$ cat config.mk
export PLATFORM = sky130hd
export DESIGN_NAME = wb8_interconnect
export DESIGN_NICKNAME = d
export VERILOG_FILES = /design/src/rtl/wb8_interconnect.sv
export SDC_FILE = /design/constraint.sdc
export NUM_CORES = 1
export LEC_CHECK = 0
export CAP_MARGIN = 20
export CORE_AREA = 2 2 107 109
export CTS_CLUSTER_DIAMETER = 50
export DETAILED_ROUTE_END_ITERATION = 6
export DIE_AREA = 0 0 109 111
export PLACE_DENSITY = 0.81
export SYNTH_ARGS = -nofsm -noshare
export SYNTH_HDL_FRONTEND = slang
export SYNTH_SLANG_ARGS = --single-unit
$ cat constraint.sdc
create_clock -name I_wb_clk -period 2.6 [get_ports I_wb_clk]
set_input_delay 0.26 -clock I_wb_clk [delete_from_list [all_inputs] [get_ports I_wb_clk]]
set_output_delay 0.26 -clock I_wb_clk [all_outputs]
set_load 0.02 [all_outputs]
$ cat src/rtl/wb8_interconnect.sv
// 8-bit Wishbone interconnect: two masters with round-robin arbitration, table-driven slave
// decode with a fallback slave, and a watchdog that ends hung cycles with ack+err.
module wb8_interconnect #(
   parameter int                    NSLAVES       = 8,
   parameter logic [32*NSLAVES-1:0] SLAVE_BASE    = {NSLAVES{32'h0}},
   parameter logic [32*NSLAVES-1:0] SLAVE_MASK    = {NSLAVES{32'h0}},
   parameter int                    DEFAULT_SLAVE = NSLAVES - 1,
   parameter int                    TIMEOUT       = 255,
   parameter int                    TIMEOUT_BITS  = 8
) (
   input  logic                   I_wb_clk,
   input  logic                   I_reset,
   input  logic                   I_m0_cyc,
   input  logic                   I_m0_stb,
   input  logic                   I_m0_we,
   input  logic [31:0]            I_m0_adr,
   input  logic [7:0]             I_m0_dat,
   output logic [7:0]             O_m0_dat,
   output logic                   O_m0_ack,
   output logic                   O_m0_err,
   output logic                   O_m0_stall,
   input  logic                   I_m1_cyc,
   input  logic                   I_m1_stb,
   input  logic                   I_m1_we,
   input  logic [31:0]            I_m1_adr,
   input  logic [7:0]             I_m1_dat,
   output logic [7:0]             O_m1_dat,
   output logic                   O_m1_ack,
   output logic                   O_m1_err,
   output logic                   O_m1_stall,
   output logic [NSLAVES-1:0]     O_s_stb,
   output logic                   O_s_we,
   output logic [31:0]            O_s_adr,
   output logic [7:0]             O_s_dat,
   input  logic [8*NSLAVES-1:0]   I_s_dat,
   input  logic [NSLAVES-1:0]     I_s_ack,
   input  logic [NSLAVES-1:0]     I_s_stall,
   output logic                   O_err_flag,
   output logic [31:0]            O_err_adr,
   input  logic                   I_err_clear
);
   localparam int SEL_W = (NSLAVES > 1) ? $clog2(NSLAVES) : 1;
   localparam logic [TIMEOUT_BITS-1:0] TIMEOUT_VAL = TIMEOUT_BITS'(TIMEOUT);

   typedef enum logic [1:0] {GNT_NONE, GNT_M0, GNT_M1} grant_t;

   grant_t                  grant_reg;
   logic                    last_m1_reg;
   logic [TIMEOUT_BITS-1:0] wd_reg;
   logic                    err_flag_reg;
   logic [31:0]             err_adr_reg;

   logic        own_stb, own_we;
   logic [31:0] own_adr;
   logic [7:0]  own_wdat;

   always_comb begin
      own_stb  = 1'b0;
      own_we   = 1'b0;
      own_adr  = 32'h0;
      own_wdat = 8'h0;
      case (grant_reg)
         GNT_M0: begin
            own_stb  = I_m0_stb;
            own_we   = I_m0_we;
            own_adr  = I_m0_adr;
            own_wdat = I_m0_dat;
         end
         GNT_M1: begin
            own_stb  = I_m1_stb;
            own_we   = I_m1_we;
            own_adr  = I_m1_adr;
            own_wdat = I_m1_dat;
         end
         default: ;
      endcase
   end

   logic [NSLAVES-1:0] match;
   logic [SEL_W-1:0]   sel;

   genvar gi;
   generate
      for (gi = 0; gi < NSLAVES; gi++) begin : g_match
         assign match[gi] = ((own_adr ^ SLAVE_BASE[32*gi +: 32]) & SLAVE_MASK[32*gi +: 32]) == 32'h0;
      end
   endgenerate

   // Scan downwards so the lowest matching index is the one that sticks.
   always_comb begin
      sel = SEL_W'(DEFAULT_SLAVE);
      for (int i = NSLAVES - 1; i >= 0; i--) begin
         if (match[i]) sel = SEL_W'(i);
      end
   end

   logic       slave_ack, slave_stall, timeout_hit, own_ack;
   logic [7:0] slave_rdat, own_rdat;

   assign slave_ack   = I_s_ack[sel];
   assign slave_stall = I_s_stall[sel];
   assign slave_rdat  = I_s_dat[{sel, 3'b000} +: 8];
   // A real slave ack in the expiry cycle takes precedence over the watchdog.
   assign timeout_hit = (TIMEOUT != 0) && own_stb && !slave_ack && (wd_reg == TIMEOUT_VAL);
   assign own_ack     = slave_ack || timeout_hit;
   assign own_rdat    = timeout_hit ? 8'hFF : slave_rdat;

   generate
      for (gi = 0; gi < NSLAVES; gi++) begin : g_stb
         assign O_s_stb[gi] = own_stb && !timeout_hit && (sel == SEL_W'(gi));
      end
   endgenerate

   assign O_s_we  = own_we;
   assign O_s_adr = own_adr;
   assign O_s_dat = own_wdat;

   assign O_m0_dat   = (grant_reg == GNT_M0) ? own_rdat : 8'h0;
   assign O_m0_ack   = (grant_reg == GNT_M0) && own_ack;
   assign O_m0_err   = (grant_reg == GNT_M0) && timeout_hit;
   assign O_m0_stall = (grant_reg == GNT_M0) ? slave_stall : I_m0_cyc;
   assign O_m1_dat   = (grant_reg == GNT_M1) ? own_rdat : 8'h0;
   assign O_m1_ack   = (grant_reg == GNT_M1) && own_ack;
   assign O_m1_err   = (grant_reg == GNT_M1) && timeout_hit;
   assign O_m1_stall = (grant_reg == GNT_M1) ? slave_stall : I_m1_cyc;

   assign O_err_flag = err_flag_reg;
   assign O_err_adr  = err_adr_reg;

   always_ff @(posedge I_wb_clk) begin
      if (I_reset) begin
         grant_reg    <= GNT_NONE;
         last_m1_reg  <= 1'b1;
         wd_reg       <= '0;
         err_flag_reg <= 1'b0;
         err_adr_reg  <= 32'h0;
      end else begin
         case (grant_reg)
            GNT_NONE: begin
               if (I_m0_cyc && (!I_m1_cyc || last_m1_reg)) begin
                  grant_reg   <= GNT_M0;
                  last_m1_reg <= 1'b0;
               end else if (I_m1_cyc) begin
                  grant_reg   <= GNT_M1;
                  last_m1_reg <= 1'b1;
               end
            end
            GNT_M0: begin
               if (!I_m0_cyc) begin
                  if (I_m1_cyc) begin
                     grant_reg   <= GNT_M1;
                     last_m1_reg <= 1'b1;
                  end else begin
                     grant_reg <= GNT_NONE;
                  end
               end
            end
            GNT_M1: begin
               if (!I_m1_cyc) begin
                  if (I_m0_cyc) begin
                     grant_reg   <= GNT_M0;
                     last_m1_reg <= 1'b0;
                  end else begin
                     grant_reg <= GNT_NONE;
                  end
               end
            end
            default: grant_reg <= GNT_NONE;
         endcase

         if ((TIMEOUT == 0) || !own_stb || slave_ack || timeout_hit)
            wd_reg <= '0;
         else
            wd_reg <= wd_reg + 1'b1;

         // A new timeout overrides a simultaneous clear request.
         if (timeout_hit) begin
            err_flag_reg <= 1'b1;
            err_adr_reg  <= own_adr;
         end else if (I_err_clear) begin
            err_flag_reg <= 1'b0;
         end
      end
   end
endmodule
==> results.json <==
{
  "netlist-cell-type-count": 35,
  "setup.worst_path.start_class": "flop",
  "initial_core_util": 0.273,
  "critPathCaptureType": "output pin",
  "multi_input_area_um2": 1970,
  "holdBufCountCts": 0,
  "finClkSkew_ps": 3.58,
  "count_of_flip_flops_with_a_built_in_enable_after_synthesis": 0,
  "largest_register_ffs": 32,
  "die_h_um": 111,
  "vias": 3160,
  "ys.flop_type": "dfxtp_1",
  "slew_violations": 0,
  "post-route-period-util": 0.948,
  "report.final.hold_viol_count": 0,
  "insertedDiodeCount": 0,
  "final_critical_path_setup_slack_ps": 134,
  "power_density_nw_per_um2": 401,
  "final_common_cell": "clkdlybuf4s50_1",
  "cts_buffers": 5,
  "grt-ovfl-total": 0,
  "clkSlewWorstSetupHoldPaths_ps": 60,
  "tritoncts_num_sinks": 44,
  "antenna_found_initial": 0,
  "critPathKind": "flop to output pin",
  "fin_tns_setup_ps": 0,
  "area_growth_pct": 72.3,
  "pin_count_of_the_biggest_net_entering_global_routing": 76,
  "drive_above_1_share": 0.0787,
  "avgSynthCellArea_um2": 8.77,
  "drt_drc_violations_left": 0,
  "worstPathMaxFanout": 24,
  "synthesis.yosys.warnings": 0,
  "boundaryPins": 273,
  "clock_latency_ps": 280,
  "run_status": "finished, final reports clean",
  "route.detailed.vias_per_inst": 4.76,
  "clock_tree.root_cell": "clkbuf_16",
  "layout_common_cells": "173 x clkdlybuf4s50_1, 76 x nor2b_1, 44 x dfxtp_1",
  "routedWlPerCell_um": 14.7,
  "synthesized_cell_area_um2": 3030,
  "floorplan_core_area_um2": 11100,
  "post_cts_sizing_count": 20,
  "seq_area_frac_synth": 0.291,
  "critPathArrivalTime_ps": 2210,
  "hpwl_um": 7250,
  "leakage_nw": 1.87,
  "num-fill-cells": 1057,
  "grt_pass1_wl_um": 15700,
  "design.final.nets": 695,
  "die_w_um": 109,
  "max_cap_violations": 0,
  "hp-class": "primary input to flop",
  "wirelength_um": 9770,
  "grt_setup_unrepaired": "false",
  "dr.pass1.iters": 5,
  "maxClockFrequency_mhz": 406,
  "preCtsSetupSlack_ps": 140,
  "netlist_instances": 345,
  "final_worst_path_period_need_ps": 2470,
  "cts_tree": "built",
  "maximum_clock_path_buffer_count": 2,
  "routability_cong": 0.780,
  "proportion_of_synthesized_flip_flops_having_asynchronous_set_or_reset": 0,
  "die_area_um2": 12100,
  "cts_setup_buffers": 0,
  "h-tree-depth": 2,
  "ys_ff_latch": 44,
  "vdd.ir_drop.worst_v": 0.000245,
  "place.port_buffers": 195,
  "drt_iter0_drc": 124,
  "setup_viol_count_final": 0,
  "data_required_critical_path_ps": 2340,
  "rows": 39,
  "globalRouteTotalUtil": 0.158,
  "drtAntennaViolNets": 0,
  "grt_pass1_vias": 3283,
  "area.sequential_um2": 881
}
cell families (layout without fill, tap and decap cells):
logic type      Yosys count  count (layout)  synth area share
fa+ha+maj                 5               5            0.0207
compound gates           79              79             0.189
buf+inv                  44             214            0.0670
xor+xnor                  3               3           0.00868
simple gates            135             135             0.296
flops                    44              44             0.291
other cells               1               7           0.00124
mux                      34              34             0.126
final timing paths:
| check | from | end | slack, ps | depth (start not counted) |
|---|---|---|---|---|
| hold / removal | I_reset | grant_reg[1] | 450 | 2 |
| setup reg to reg | grant_reg[1] | O_err_adr[12] | 250 | 7 |
| setup / recovery | grant_reg[1] | O_m1_dat[7] | 130 | 7 |
| hold reg to reg | wd_reg[0] | wd_reg[0] | 510 | 1 |
final cells by class:
type | instances | share of cell area
Sequential cell | 44 | 0.169
Multi-Input combinational cell | 263 | 0.378
Tap cell | 143 | 0.0343
Clock inverter | 1 | 0.000959
Inverter | 3 | 0.00216
Timing Repair Buffer | 204 | 0.391
Clock buffer | 6 | 0.0247
Yosys cell counts, drive strengths merged, types with 5 or more instances:
master  instances  share of area
mux2           34           0.13
nor2b          76           0.16
o21a           18          0.045
dfxtp          44           0.29
a22oi          42           0.10
a21oi           6         0.0099
o21ai           5         0.0083
ha              5          0.021
clkbuf         28          0.035
buf            13          0.029
nor3b          37          0.092
power by group:
| group | switching [mW] | leakage, nW | internal [mW] |
|---|---|---|---|
| Combinational | 0.389 | 1.45 | 0.417 |
| Clock | 0.246 | 0.0667 | 0.349 |
| Sequential | 0.00847 | 0.355 | 0.682 |
through the flow:
| stage | area [um^2] | hold WS, ps | cells | util | power, mW |
|---|---|---|---|---|---|
| 2_1_floorplan | 3050 | 457 | 351 | - | 1.16 |
| 3_5_place_dp | 5080 | 489 | 656 | 0.458 | 1.52 |
| 5_1_grt | 5220 | 470 | 664 | 0.471 | 2.21 |
| 4_1_cts | 5180 | 497 | 663 | 0.468 | 2.11 |
| 6_report | 5220 | 450 | 664 | 0.471 | 2.09 |
| 3_3_place_gp | 5080 | 469 | 656 | 0.458 | 1.51 |
metal layers:
metal  wire length, um  global-route usage  part of all wire  up-vias
met5                 0                   0                 0        -
met4                76              0.0282            0.0078        0
met3               888              0.0547             0.091        8
met2              4920               0.290              0.50      122
met1              3880               0.175              0.40     1467
li1                  -                   -                 -     1563
critical path: stages, from the launching register on:
cell           delay, ps
dfxtp_1              390
inv_1                 80
ha_2                 360
nand2b_1             100
nor4_4               320
buf_12               200
o21a_1               130
dlygate4sd2_1        350
No activity file was read; power rests on OpenSTA's default activity.
